===== src/rtl/mult_pkg.sv =====
// mult_pkg: shared constants and sizing helpers for the fixed-point multiplier datapath.
package mult_pkg;
    localparam int ROUND_TRUNC   = 0;
    localparam int ROUND_HALF_UP = 1;
    localparam int SAT_WRAP      = 0;
    localparam int SAT_CLAMP     = 1;
    localparam int BOUND_W       = 128;

    function automatic int acc_w(input int width, input int guard);
        return 2 * width + guard;
    endfunction

    function automatic logic signed [BOUND_W-1:0] max_val(input int width);
        return (BOUND_W'(1) << (width - 1)) - BOUND_W'(1);
    endfunction

    // Two's complement minimum is the bitwise complement of the maximum.
    function automatic logic signed [BOUND_W-1:0] min_val(input int width);
        return ~max_val(width);
    endfunction
endpackage


===== src/rtl/qround_sat.sv =====
// qround_sat: rounds and arithmetically shifts a wide signed value, then wraps or clamps it
// to WIDTH bits; o_ovf flags a result outside the WIDTH range in either mode.
module qround_sat
    import mult_pkg::*;
#(
    parameter int ACC_W = 36,
    parameter int WIDTH = 16,
    parameter int SHIFT = 16,
    parameter int ROUND = ROUND_TRUNC,
    parameter int SAT   = SAT_WRAP
) (
    input  logic signed [ACC_W-1:0] i_acc,
    output logic signed [WIDTH-1:0] o_q,
    output logic                    o_ovf
);
    localparam logic signed [ACC_W:0] MAX_V = (ACC_W+1)'(max_val(WIDTH));
    localparam logic signed [ACC_W:0] MIN_V = (ACC_W+1)'(min_val(WIDTH));
    localparam logic [ACC_W:0]        RND   = (ACC_W+1)'(ROUND == ROUND_HALF_UP) << (SHIFT - 1);

    logic signed [ACC_W:0] w_sum;
    logic signed [ACC_W:0] w_s;
    logic                  w_hi;
    logic                  w_lo;

    // One extra bit of headroom keeps the rounding add from overflowing.
    always_comb begin
        w_sum = $signed({i_acc[ACC_W-1], i_acc}) + $signed(RND);
        w_s   = w_sum >>> SHIFT;
        w_hi  = w_s > MAX_V;
        w_lo  = w_s < MIN_V;
        o_ovf = w_hi | w_lo;
        o_q   = (SAT == SAT_CLAMP && w_hi) ? MAX_V[WIDTH-1:0] :
                (SAT == SAT_CLAMP && w_lo) ? MIN_V[WIDTH-1:0] : w_s[WIDTH-1:0];
    end
endmodule


===== src/rtl/mult_pipe.sv =====
// mult_pipe: three-register signed fixed-point multiplier / MAC (input, product, accumulate+output)
// with configurable shift, rounding and saturation; one beat per enabled clock.
module mult_pipe
    import mult_pkg::*;
#(
    parameter int WIDTH = 16,
    parameter int SHIFT = 16,
    parameter int ROUND = ROUND_TRUNC,
    parameter int SAT   = SAT_WRAP,
    parameter int GUARD = 4
) (
    input  logic             xClk,
    input  logic             xRst_n,
    input  logic             xCe,
    input  logic             xValidIn,
    input  logic [WIDTH-1:0] xMultiplicand,
    input  logic [WIDTH-1:0] xMultiplier,
    input  logic             xAccEn,
    input  logic             xAccClr,
    output logic [WIDTH-1:0] xProduct,
    output logic             xValidOut,
    output logic             xSat
);
    localparam int ACC_W = acc_w(WIDTH, GUARD);

    logic signed [WIDTH-1:0]   r_a;
    logic signed [WIDTH-1:0]   r_b;
    logic                      r_v1;
    logic                      r_en1;
    logic                      r_clr1;
    logic signed [2*WIDTH-1:0] r_p;
    logic                      r_v2;
    logic                      r_en2;
    logic                      r_clr2;
    logic signed [ACC_W-1:0]   r_acc;
    logic signed [WIDTH-1:0]   r_q;
    logic                      r_v3;
    logic                      r_sat;
    logic signed [ACC_W-1:0]   w_p_ext;
    logic signed [ACC_W-1:0]   w_acc_next;
    logic signed [WIDTH-1:0]   w_q;
    logic                      w_ovf;

    // Bubbles leave the accumulator untouched; a plain multiply overwrites it.
    assign w_p_ext    = ACC_W'(r_p);
    assign w_acc_next = !r_v2 ? r_acc : !r_en2 ? w_p_ext : (r_clr2 ? '0 : r_acc) + w_p_ext;

    qround_sat #(
        .ACC_W(ACC_W),
        .WIDTH(WIDTH),
        .SHIFT(SHIFT),
        .ROUND(ROUND),
        .SAT  (SAT)
    ) u_qround (
        .i_acc(w_acc_next),
        .o_q  (w_q),
        .o_ovf(w_ovf)
    );

    always_ff @(posedge xClk) begin
        if (!xRst_n) begin
            r_a    <= '0;
            r_b    <= '0;
            r_v1   <= 1'b0;
            r_en1  <= 1'b0;
            r_clr1 <= 1'b0;
            r_p    <= '0;
            r_v2   <= 1'b0;
            r_en2  <= 1'b0;
            r_clr2 <= 1'b0;
            r_acc  <= '0;
            r_q    <= '0;
            r_v3   <= 1'b0;
            r_sat  <= 1'b0;
        end else if (xCe) begin
            r_a    <= xMultiplicand;
            r_b    <= xMultiplier;
            r_v1   <= xValidIn;
            r_en1  <= xAccEn;
            r_clr1 <= xAccClr;
            r_p    <= r_a * r_b;
            r_v2   <= r_v1;
            r_en2  <= r_en1;
            r_clr2 <= r_clr1;
            r_acc  <= w_acc_next;
            r_v3   <= r_v2;
            r_sat  <= r_v2 & w_ovf;
            if (r_v2)
                r_q <= w_q;
        end
    end

    assign xProduct  = r_q;
    assign xValidOut = r_v3;
    assign xSat      = r_sat;
endmodule

===== config.mk =====
export PLATFORM = sky130hd
export DESIGN_NAME = mult_pipe
export DESIGN_NICKNAME = d
export VERILOG_FILES = /design/src/rtl/mult_pkg.sv /design/src/rtl/qround_sat.sv /design/src/rtl/mult_pipe.sv
export SDC_FILE = /design/constraint.sdc
export NUM_CORES = 1
export LEC_CHECK = 0
export ABC_CLOCK_PERIOD_IN_PS = 7400
export BUFFER_PORTS_ARGS = -buffer_cell sky130_fd_sc_hd__buf_2
export CAP_MARGIN = 20
export CORE_ASPECT_RATIO = 1.4
export CORE_MARGIN = 2
export CORE_UTILIZATION = 55
export DETAILED_ROUTE_END_ITERATION = 10
export PLACE_DENSITY = 0.8
export SLEW_MARGIN = 30
export SYNTH_ARGS = -nofsm -noshare
export SYNTH_HDL_FRONTEND = slang
export SYNTH_SLANG_ARGS = --single-unit

===== constraint.sdc =====
create_clock -name xClk -period 7.4 [get_ports xClk]
set_input_delay 0.37 -clock xClk [delete_from_list [all_inputs] [get_ports xClk]]
set_output_delay 0.37 -clock xClk [all_outputs]
set_load 0.005 [all_outputs]

Yosys cells after proc, flatten, opt, wreduce, memory -nomap -nowiden
Cells that the tools add are included.
W data, S select, Z words.
- word-level logic and storage cells: 24
- memory bits (read-only): 0
- bits in writable memories: 0
- bits in registers: 124
- output and inout bits: 18
- bits in latches: 0
- memories kept: 0
- bits of input ports: 38
- add/sub/neg operators: 1
- reductions and logical operators: 1
- shift operators: 0
- order comparisons: 2
- muxes and demuxes: 3
- bitwise operators: 2
- $mul: 1
- eq/ne operators: 0
- div/mod/pow operators: 0
- operator list (cell ; count):
    $mux W36 ; 3
    $add A36 B36 Y36 ; 1
    $mul A16 B16 Y32 ; 1
    $gt A20 B16 Y1 const B ; 1
    $lt A20 B16 Y1 const B ; 1
    $reduce_and A2 Y1 ; 1
    $and A1 B1 Y1 ; 1
    $or A1 B1 Y1 ; 1

Logic depth before layout (Yosys ltp)
Gate-level depths: netlist of run 1.
- word-level depth: 7
- gate-level depth with buffers: 26

By module
Synthesis of run 1 repeated with hierarchy kept, for this count alone.
- cells, all modules: 2012
- area total of the unflattened synthesis: 17159.0 sq um
- by module, submodules not included (module ; cells an instance ; area an instance (sq um) ; instances ; seq. area each (sq um)):
    mult_pipe ; 1993 ; 17007.6 ; 1 ; 2482.4
    qround_sat ; 19 ; 151.4 ; 1 ; 0.0

Worst setup path after synthesis of run 1
No wires, ideal clock.
- path kind: flip-flop to flip-flop
- start point: reg r_b[8]
- end point: reg r_p[30]
- path slack: 1.224 ns
- buffers on the path: 2
- period minus slack after synthesis: 6.176 ns
- arrival time: 6.070 ns
- cell stages (with the launch flop): 27
- setup time: 0.106 ns
- cell sequence: dfxtp_1 > clkbuf_1 > clkbuf_1 > nand2_1 > fa_1 > inv_1 > fa_1 > inv_1 > fa_1 > inv_1 > fa_1 > fa_1 > inv_1 > fa_1 > inv_1 > ha_1 > a21o_1 > a21o_1 > a21oi_1 > o21ai_0 > a21oi_1 > o211ai_1 > a31oi_1 > nor2b_1 > o21ai_0 > mux2_2 > o311ai_0
- word-level cells in the longest chain between the ends: 1
- ends and longest elaborated chain (element ; line ; source):
    start, declared ; mult_pipe.sv:27 ; logic signed [WIDTH-1:0] r_b;
    start signal, assigned ; mult_pipe.sv:77 ; r_b <= xMultiplier;
    $mul A16 B16 Y32 ; mult_pipe.sv:81 ; r_p <= r_a * r_b;
    end signal, assigned ; mult_pipe.sv:81 ;
    end, declared ; mult_pipe.sv:31 ; logic signed [2*WIDTH-1:0] r_p;
No other way between the ends.
A chain may end at the register's enable or synchronous reset.

Worst setup path after layout of run 1
- start point: reg r_b[1]
- end point: reg r_p[30]
The elaborated chain is that of the path after synthesis.

==> impl_metrics.json, run 1 <==
{
  "status": "finished, final reports clean",
  "syn2layout_area_growth_pct": 6.68,
  "post-route-util_pct": 59.3,
  "grt_pass1_wl_mm": 67.9,
  "routabilityCongestion": 0.917,
  "grt_pass1_vias": 13847,
  "n_fill_cell": 2477,
  "timing.max_cap.violations": 0,
  "finClkSkew_ns": 0.0167,
  "drive_gt1_share_pct": 6.49,
  "synthesis.area_um2": 16700,
  "antenna_left": 0,
  "grt_max_degree": 86,
  "cts-root-buf": "clkbuf_16",
  "start_kind": "flop",
  "fin_setup_tns_ns": 0,
  "wl_mm": 40.0,
  "timing.final.max_slew_violations": 0,
  "clk_pin_slew_ns": 0.08,
  "power_density_nw_per_um2": 151,
  "critPathMaxFanout": 17,
  "core-area_um2": 29900,
  "synth_ff_type": "dfxtp_1",
  "final_cell_mix": "inv_1 (307), fa_1 (263), nand2_1 (168)",
  "rsz0062_at_grt": "false",
  "synth.avg_cell_area_um2": 8.84,
  "yosysUniqueCellTypes": 67,
  "yosys_warnings": 0,
  "final_nets": 2301,
  "worst_hold_path_type": "in2reg",
  "placed_area_um2": 17200,
  "route.detailed.drc": 0,
  "required_ns": 7.72,
  "ys_async_sr_fraction_pct": 0,
  "cp-end-kind": "flop",
  "ys_ff_latch": 124,
  "rr_worst_depth": 22,
  "tightest_slew_ns": 0.731,
  "setup_viol": 0,
  "wl_per_cell_um": 17.5,
  "synth-compound-area-share_pct": 11.3,
  "numCtsBuffers": 17,
  "hpwl_mm": 31.0,
  "clock_sinks": 124,
  "synthSimpleGateAreaFrac_pct": 16.0,
  "initialDrtViolationCount": 787,
  "post-cts-setup-buffer-count": 0,
  "crit_type": "reg2reg",
  "ir_drop_mv": 0.173,
  "hold-worst-slack_ns": 0.164,
  "synth_xor_area_share_pct": 3.37,
  "dr_total_vias": 12985,
  "antenna_found_initial": 0,
  "cts_resized": 0,
  "synthAdderAreaFrac_pct": 40.4,
  "finalHoldViolations": 0,
  "power_leakage_nw": 8.84,
  "hold_buffers": 0,
  "cts.htree.levels": 4,
  "crit_arrival_ns": 7.14,
  "syn_inst": 1884,
  "num_rows": 75,
  "finalCriticalPeriod_ns": 6.82,
  "final_common_cell": "inv_1",
  "fmax_mhz": 147,
  "viasPerCell": 5.69,
  "die_h_um": 210,
  "initial_core_util_pct": 55.6,
  "n_antenna_cell": 0,
  "synth-edff-count": 0,
  "design.die.area_um2": 31700,
  "cts_tree": "yes",
  "yosysSeqAreaShare_pct": 14.9,
  "whs_path_depth": 3,
  "die_w_um": 151,
  "period_share_pct": 92.2,
  "syn-num-nets": 2302,
  "port_buffers": 55,
  "first_pass_iters": 5,
  "finalNonFillerCells": 2281,
  "relSlewSlack_pct": 51.2,
  "stdcell_area_um2": 17800,
  "synth_top_family_by_area": "adder cells",
  "dp.cells": 2249,
  "grt_overflow_total": 0,
  "worstSkewPairLatency_ns": 0.44,
  "io_pins": 56,
  "cts.path.max_buffers": 2,
  "synth_mux_area_share_pct": 5.04,
  "grt_usage_pct": 27.0
}
==> cell families after synthesis <==
family | count (synthesis)
flip-flops | 124
multiplexers | 83
buffers and inverters | 396
XOR/XNOR | 64
adder cells (fa/ha/maj) | 380
AO/OA/AOI/OAI | 284
AND/OR/NAND/NOR | 553
==> metrics by stage <==
stage | power (mW) | setup WS, ns
floorplan | 1.54 | 1.22
global placement | 1.76 | 0.850
detailed placement | 1.79 | 0.743
CTS | 2.68 | 0.654
global route | 2.84 | 0.155
finish | 2.68 | 0.581
==> cells in the mapped netlist (all sizes together) (24+ instances only) <==
cell,count,share of area [%]
o21a,33,1.5
and2,124,4.7
clkbuf,78,1.8
xnor2,47,2.5
nor2,142,3.2
mux2i,79,4.7
nand2,168,3.8
a211oi,24,1.1
fa,263,32
o21ai,49,1.5
a21oi,84,2.6
ha,117,8.8
nor2b,41,1.5
a21o,35,1.6
dfxtp,124,15
inv,308,6.9
==> flip-flops by register name (all words and copies together), names as in the netlist <==
register	flops
r_b	16
r_p	32
r_v2	1
r_acc	36
r_clr1	1
r_v1	1
r_clr2	1
xProduct	16
xValidOut	1
xSat	1
r_a	16
r_en2	1
r_en1	1
==> report_power, final <==
group          internal, mW  switching [mW]  total (mW)
Combinational         0.418           0.572       0.990
Clock                 0.484           0.390       0.874
Sequential            0.717          0.0943       0.811
Total                  1.62            1.06        2.68
==> worst paths after layout <==
check / start / to / slack, ns
setup reg to reg: r_b[1] / r_p[30] / 0.58
hold / removal: xMultiplicand[6] / r_a[6] / 0.16
hold reg to reg: r_acc[18] / r_acc[18] / 0.46
setup / recovery: r_b[1] / r_p[30] / 0.58
==> routing by layer <==
metal | global-route usage [%] | up-vias | wire (µm)
li1 | - | 5949 | -
met1 | 32.5 | 6451 | 15300
met2 | 47.2 | 444 | 20900
met3 | 4.09 | 141 | 2030
met4 | 12.0 | 0 | 1740
met5 | 0 | - | 0
==> worst max-delay path, stage by stage (launching register included) <==
cell      delay (ns)
dfxtp_1         0.73
nand2_1         0.20
inv_1           0.17
fa_1            0.55
fa_1            0.54
fa_1            0.47
fa_1            0.52
fa_1            0.60
inv_1           0.07
fa_1            0.48
inv_1           0.05
ha_1            0.34
a21o_1          0.20
a21o_1          0.17
a21o_1          0.17
a21oi_1         0.21
o21a_1          0.15
o211ai_1        0.13
a31oi_1         0.29
nor2b_1         0.07
o21ai_0         0.17
mux2_2          0.35
o311ai_0        0.08
==> layout make-up <==
type                       count  area, µm²  share of cell area (%)
multi-input combinational   1364      12700                    71.4
sequential                   124       2480                    14.0
inverter                     309       1160                    6.54
tap                          385        482                    2.71
clock buffer                  18        439                    2.47
timing repair buffer          67        372                    2.09
clock inverter                14        145                   0.817
No activity file was read; power rests on OpenSTA's default activity.
==> run 2: changes to the inputs <==
--- a/config.mk
+++ b/config.mk
@@ -5,6 +5,7 @@
 export SDC_FILE = /design/constraint.sdc
 export NUM_CORES = 1
 export LEC_CHECK = 0
+export ABC_AREA = 1
 export ABC_CLOCK_PERIOD_IN_PS = 7400
 export BUFFER_PORTS_ARGS = -buffer_cell sky130_fd_sc_hd__buf_2
 export CAP_MARGIN = 20
@@ -13,6 +14,7 @@
 export CORE_UTILIZATION = 55
 export DETAILED_ROUTE_END_ITERATION = 10
 export PLACE_DENSITY = 0.8
+export SKIP_LAST_GASP = 1
 export SLEW_MARGIN = 30
 export SYNTH_ARGS = -nofsm -noshare
 export SYNTH_HDL_FRONTEND = slang
==> run 2 against run 1 <==
Clock skew is 0.0018 ns higher. Sequential power is 7.4% higher. Combinational power is 98% higher. Sequential cell count stayed put. Global-route usage is 0.98 points higher. Critical path type unchanged.
==> impl_metrics.json, run 2 <==
{
  "hpwl_mm": 35.0,
  "synth_top_area_share_pct": 30.0,
  "clock_sinks": 124,
  "cp_common_cell": "fa_1",
  "grt_overflow_total": 0,
  "cts_tree": "yes",
  "dr_total_vias": 14836,
  "core-area_um2": 31500,
  "crit_arrival_ns": 6.92,
  "required_ns": 7.75,
  "antenna_left": 0,
  "syn2layout_area_growth_pct": 6.19,
  "r2r_setup_slack_ns": 0.83,
  "timing.max_cap.violations": 0,
  "crit_type": "reg2reg",
  "synth.avg_cell_area_um2": 7.19,
  "rsz0062_at_grt": "false",
  "design.die.area_um2": 33400,
  "synthesis.area_um2": 17600,
  "numCtsBuffers": 17,
  "dp.cells": 2797,
  "die_h_um": 216,
  "syn_inst": 2443,
  "synth_ff_type": "dfxtp_1",
  "routabilityCongestion": 0.943,
  "yosysTopAreaCell": "fa_1",
  "num_rows": 77,
  "initial_core_util_pct": 55.8,
  "largest_register": "r_acc",
  "viasPerCell": 5.24,
  "port_buffers": 55,
  "synth-edff-count": 0,
  "worst_hold_path_type": "in2reg",
  "cts.htree.levels": 4,
  "largest_reg_flops": 36,
  "worstSkewPairLatency_ns": 0.46,
  "power_leakage_nw": 10.7,
  "relSlewSlack_pct": 39.2,
  "crit_family": "adder cells",
  "critPathSlowestCell": "fa_1",
  "cpPeakStageDelay_ns": 0.83,
  "n_fill_cell": 2893,
  "period_share_pct": 88.8,
  "wl_per_cell_um": 15.7,
  "final_cell_mix": "inv_1 (613), nand2_1 (521), fa_1 (263)",
  "die_w_um": 155,
  "finClkSkew_ns": 0.0186,
  "top_regs": "r_acc: 36 flops, r_p: 32 flops",
  "fin_setup_tns_ns": 0,
  "clk_pin_slew_ns": 0.07,
  "final_common_cell": "inv_1",
  "post-cts-setup-buffer-count": 0,
  "cts_resized": 0,
  "hold_buffers": 0,
  "path_buf_inv": 4,
  "grt_max_degree": 80,
  "initialDrtViolationCount": 850,
  "yosysSeqAreaShare_pct": 14.1,
  "final_nets": 2839,
  "yosys_warnings": 0,
  "cts-root-buf": "clkbuf_16",
  "finalCriticalPeriod_ns": 6.57,
  "finalNonFillerCells": 2829,
  "n_antenna_cell": 0,
  "pre_cts_ws_ns": 0.949,
  "critPathMaxFanout": 17,
  "grt_pass1_wl_mm": 74.4,
  "tightest_slew_ns": 0.911,
  "timing.final.max_slew_violations": 0,
  "synthTopCellsByCount": "inv_1 (615), nand2_1 (521), fa_1 (263)",
  "setup_ws_ns": 0.827,
  "wl_mm": 44.4,
  "yosysUniqueCellTypes": 48,
  "syn-num-nets": 2861,
  "antenna_found_initial": 0,
  "setup_viol": 0,
  "start_kind": "flop",
  "synth.most_common_cell": "inv_1",
  "ys_ff_latch": 124,
  "crit_chain": "nand2_1 -> inv_1 -> fa_1 -> fa_1 -> fa_1 -> fa_1 -> fa_1 -> inv_1 -> fa_1 -> inv_1 -> ha_1 -> a21oi_1 -> o21ai_0 -> a21oi_1 -> nand3_1 -> nand3_1 -> nand2_1 -> a21o_1 -> a21oi_1 -> o21ai_1 -> o211ai_1 -> inv_1",
  "grt_usage_pct": 27.9,
  "fmax_mhz": 152,
  "cp-end-kind": "flop",
  "route.detailed.drc": 0,
  "finalHoldViolations": 0,
  "hold-worst-slack_ns": 0.132,
  "drive_gt1_share_pct": 6.86,
  "status": "finished, final reports clean",
  "ir_drop_mv": 0.158,
  "power_density_nw_per_um2": 201,
  "grt_pass1_vias": 15766,
  "ys_async_sr_fraction_pct": 0,
  "ys_top_cells_by_area": "fa_1 (30%), dfxtp_1 (14%), inv_1 (13%)",
  "cts.path.max_buffers": 2,
  "io_pins": 56,
  "first_pass_iters": 6
}
## run 2: cell count changes in the layout (fill, tap and decap cells not counted), sizes merged, moves of 12 or more
cell    delta
a21o      -32
nor2      +76
inv      +315
nand3     +22
o211ai    +12
o21ai     +82
nand2    +366
mux2i     -79
xnor2     -23
a21oi     +56
nor2b     -41
o21a      -31
a211oi    -23
and2     -123
## run 2: final timing paths
check | end | from | depth (start not counted)
max | r_p[28] | r_b[1] | 22
min | r_a[13] | xMultiplicand[13] | 3
max reg2reg | r_p[28] | r_b[1] | 22
min reg2reg | r_acc[19] | r_acc[19] | 2
## run 2: area by class of cell
class	instances	area, µm²	area share [%]
clock buffers	19	443	2.37
clock inverters	13	180	0.965
inverters	628	2360	12.6
multi-input cells	1579	12300	66.0
flip-flops and latches	124	2480	13.3
well taps	395	494	2.65
repair buffers	71	395	2.12
## run 2: where the power goes
| part | switching (mW) | leakage (nW) | internal (mW) |
|---|---|---|---|
| sequential | 0.125 | 1.02 | 0.746 |
| combinational | 1.21 | 9.33 | 0.754 |
| clock | 0.374 | 0.299 | 0.548 |
| total | 1.71 | 10.7 | 2.05 |
## run 2: worst reg2reg max path: cells and delay by family, from the launching register on
kind | cells | cell delay, ns
AO/OA/AOI/OAI | 7 | 1.03
flip-flops | 1 | 0.81
buffers and inverters | 4 | 0.30
adder cells (fa/ha/maj) | 7 | 3.73
AND/OR/NAND/NOR | 4 | 0.61
## run 2: logic make-up after synthesis
kind of cell | share of synthesized area [%]
adders and majority gates | 38.3
xor gates and xnor gates | 2.44
DFF | 14.1
AOI/OAI and AO/OA | 10.5
and+or+nand+nor | 18.8
buffers and inverters | 15.8
## run 2: metrics by stage
step,util (%),total power [mW],cell area (µm²)
after CTS,59.2,3.76,18700
after floorplan,-,2.37,17600
after global routing,59.2,4.10,18700
after detailed placement,57.3,2.81,18000
after global placement,57.3,2.74,18000
final,59.2,3.76,18700
## run 2: routing by layer
metal  GRT usage (%)  share of wire [%]  vias up
met3            4.26                5.6      128
met1            31.7                 39     7041
met4            11.7                3.6        0
met2            51.7                 52      494
li1                -                  -     7173
met5               0                  0        -
==> run 3: changes to the inputs <==
--- a/config.mk
+++ b/config.mk
@@ -11,9 +11,10 @@
 export CAP_MARGIN = 20
 export CORE_ASPECT_RATIO = 1.4
 export CORE_MARGIN = 2
-export CORE_UTILIZATION = 55
+export CORE_UTILIZATION = 40
 export DETAILED_ROUTE_END_ITERATION = 10
-export PLACE_DENSITY = 0.8
+export GPL_ROUTABILITY_DRIVEN = 0
+export PLACE_DENSITY = 0.58
 export SKIP_LAST_GASP = 1
 export SLEW_MARGIN = 30
 export SYNTH_ARGS = -nofsm -noshare
==> run 3 against run 2 <==
Clock power is 2.3% higher. Sequential cell count unchanged. Sequential power about the same. Register-to-register slack better by 0.21 ns. Combinational power is essentially flat. First-iteration DRC count down 6.8%. Total power up 0.53%. Critical endpoint unchanged. Sequential share of layout area fell by 0.20 points. Die area up 37%. Fmax rose by 3.2%. Wire length increased by 2.4%.
==> impl_metrics.json, run 3 (synthesis results as in run 2) <==
{
  "status": "finished, final reports clean",
  "first_pass_iters": 5,
  "n_fill_cell": 4478,
  "largest_reg_flops": 36,
  "relSlewSlack_pct": 41.1,
  "p_sw_mw": 1.71,
  "cpPeakStageDelay_ns": 0.84,
  "top_regs": "r_acc: 36 flops, r_p: 32 flops",
  "route.detailed.drc": 0,
  "core-area_um2": 43200,
  "largest_register": "r_acc",
  "internal-power_mw": 2.07,
  "pwr-share-comb_pct": 52.0,
  "worstSkewPairLatency_ns": 0.46,
  "syn2layout_area_growth_pct": 7.73,
  "path_buf_inv": 4,
  "grt_max_degree": 80,
  "final_cell_mix": "inv_1 (614), nand2_1 (521), fa_1 (263)",
  "cts.path.max_buffers": 2,
  "post-cts-setup-buffer-count": 0,
  "required_ns": 7.80,
  "cp-end-kind": "flop",
  "power_density_nw_per_um2": 200,
  "drive_gt1_share_pct": 7.17,
  "cts-root-buf": "clkbuf_16",
  "grt_usage_pct": 21.2,
  "crit_family": "adder cells",
  "timing.final.max_slew_violations": 0,
  "initialDrtViolationCount": 792,
  "critPathSlowestCell": "fa_1",
  "die_w_um": 181,
  "finClkSkew_ns": 0.0140,
  "wl_per_cell_um": 15.2,
  "initial_core_util_pct": 40.6,
  "cts.htree.levels": 4,
  "p_seq_share_pct": 23.0,
  "clk_pin_slew_ns": 0.07,
  "p_clk_share_pct": 25.0,
  "clock_sinks": 124,
  "hpwl_mm": 36.6,
  "port_buffers": 55,
  "period_share_pct": 86.0,
  "wl_mm": 45.4,
  "timing.max_cap.violations": 0,
  "dr_total_vias": 14541,
  "rsz0062_at_grt": "false",
  "grt_pass1_vias": 15810,
  "cp_common_cell": "fa_1",
  "crit_chain": "nand2_1 -> inv_1 -> fa_1 -> fa_1 -> fa_1 -> fa_1 -> fa_1 -> inv_1 -> fa_1 -> inv_1 -> ha_1 -> nand2_1 -> nor3_1 -> nand3_1 -> nand3_1 -> nand3_1 -> nand2_1 -> a21o_1 -> a21oi_1 -> o21ai_1 -> o211ai_1 -> inv_1",
  "finalCriticalPeriod_ns": 6.37,
  "viasPerCell": 4.86,
  "n_antenna_cell": 0,
  "numCtsBuffers": 17,
  "setup_viol": 0,
  "setup_ws_ns": 1.03,
  "final_nets": 2847,
  "worst_hold_path_type": "in2reg",
  "post-route-util_pct": 43.8,
  "p_total_mw": 3.78,
  "finalHoldViolations": 0,
  "grt_overflow_total": 0,
  "sw_frac_of_total_pct": 45.2,
  "hold_buffers": 0,
  "design.die.area_um2": 45600,
  "crit_arrival_ns": 6.77,
  "antenna_found_initial": 0,
  "num_rows": 90,
  "start_kind": "flop",
  "pre_cts_ws_ns": 1.01,
  "die_h_um": 252,
  "critPathMaxFanout": 17,
  "cts_tree": "yes",
  "hold-worst-slack_ns": 0.122,
  "io_pins": 56,
  "power_leakage_nw": 10.7,
  "grt_pass1_wl_mm": 77.4,
  "fmax_mhz": 157,
  "final_common_cell": "inv_1",
  "tightest_slew_ns": 0.883,
  "ir_drop_mv": 0.207,
  "fin_setup_tns_ns": 0,
  "antenna_left": 0,
  "crit_type": "reg2reg",
  "cts_resized": 0
}
-- run 3: cell type report --
| class | count | area [µm²] | share of cell area [%] |
|---|---|---|---|
| clock buffers | 17 | 425 | 2.25 |
| clock inverters | 15 | 211 | 1.12 |
| inverters | 628 | 2360 | 12.5 |
| multi-input cells | 1579 | 12300 | 65.0 |
| flip-flops and latches | 124 | 2480 | 13.1 |
| well taps | 552 | 691 | 3.65 |
| repair buffers | 79 | 455 | 2.41 |
-- run 3: layer usage --
metal | routed length (µm) | vias to the layer above | GRT usage [%] | part of all wire [%]
li1 | - | 7193 | - | -
met4 | 1370 | 0 | 8.27 | 3.0
met5 | 0 | - | 0 | 0
met1 | 19000 | 7008 | 24.1 | 42
met3 | 1150 | 77 | 2.22 | 2.5
met2 | 23900 | 263 | 40.5 | 53
-- run 3: power by group through the flow --
stage	clock network (mW)	logic (mW)	registers (mW)
after CTS	0.964	1.98	0.867
after global routing	0.993	2.29	0.879
final	0.943	1.97	0.868
after global placement	0	1.93	0.880
after floorplan	0	1.57	0.798
after detailed placement	0	1.97	0.881
-- run 3: path summary, 6_finish.rpt --
kind	startpoint	end	slack, ns	depth (start not counted)
min reg2reg	r_acc[19]	r_acc[19]	0.45	2
max reg2reg	r_a[15]	r_p[28]	1.03	22
min	xMultiplier[14]	r_b[14]	0.12	3
max	r_a[15]	r_p[28]	1.03	22
-- run 3: tightest hold or removal path, delay by kind of cell --
kind	cells	cell delay (ns)
and+or+nand+nor	2	0.11
buffers and inverters	1	0.07
-- run 3: through the flow --
stage          instances  instance area [µm²]
2_1_floorplan       2443                17600
3_3_place_gp        2962                18300
3_5_place_dp        2962                18300
4_1_cts             2994                18900
5_1_grt             2994                18900
6_report            2994                18900
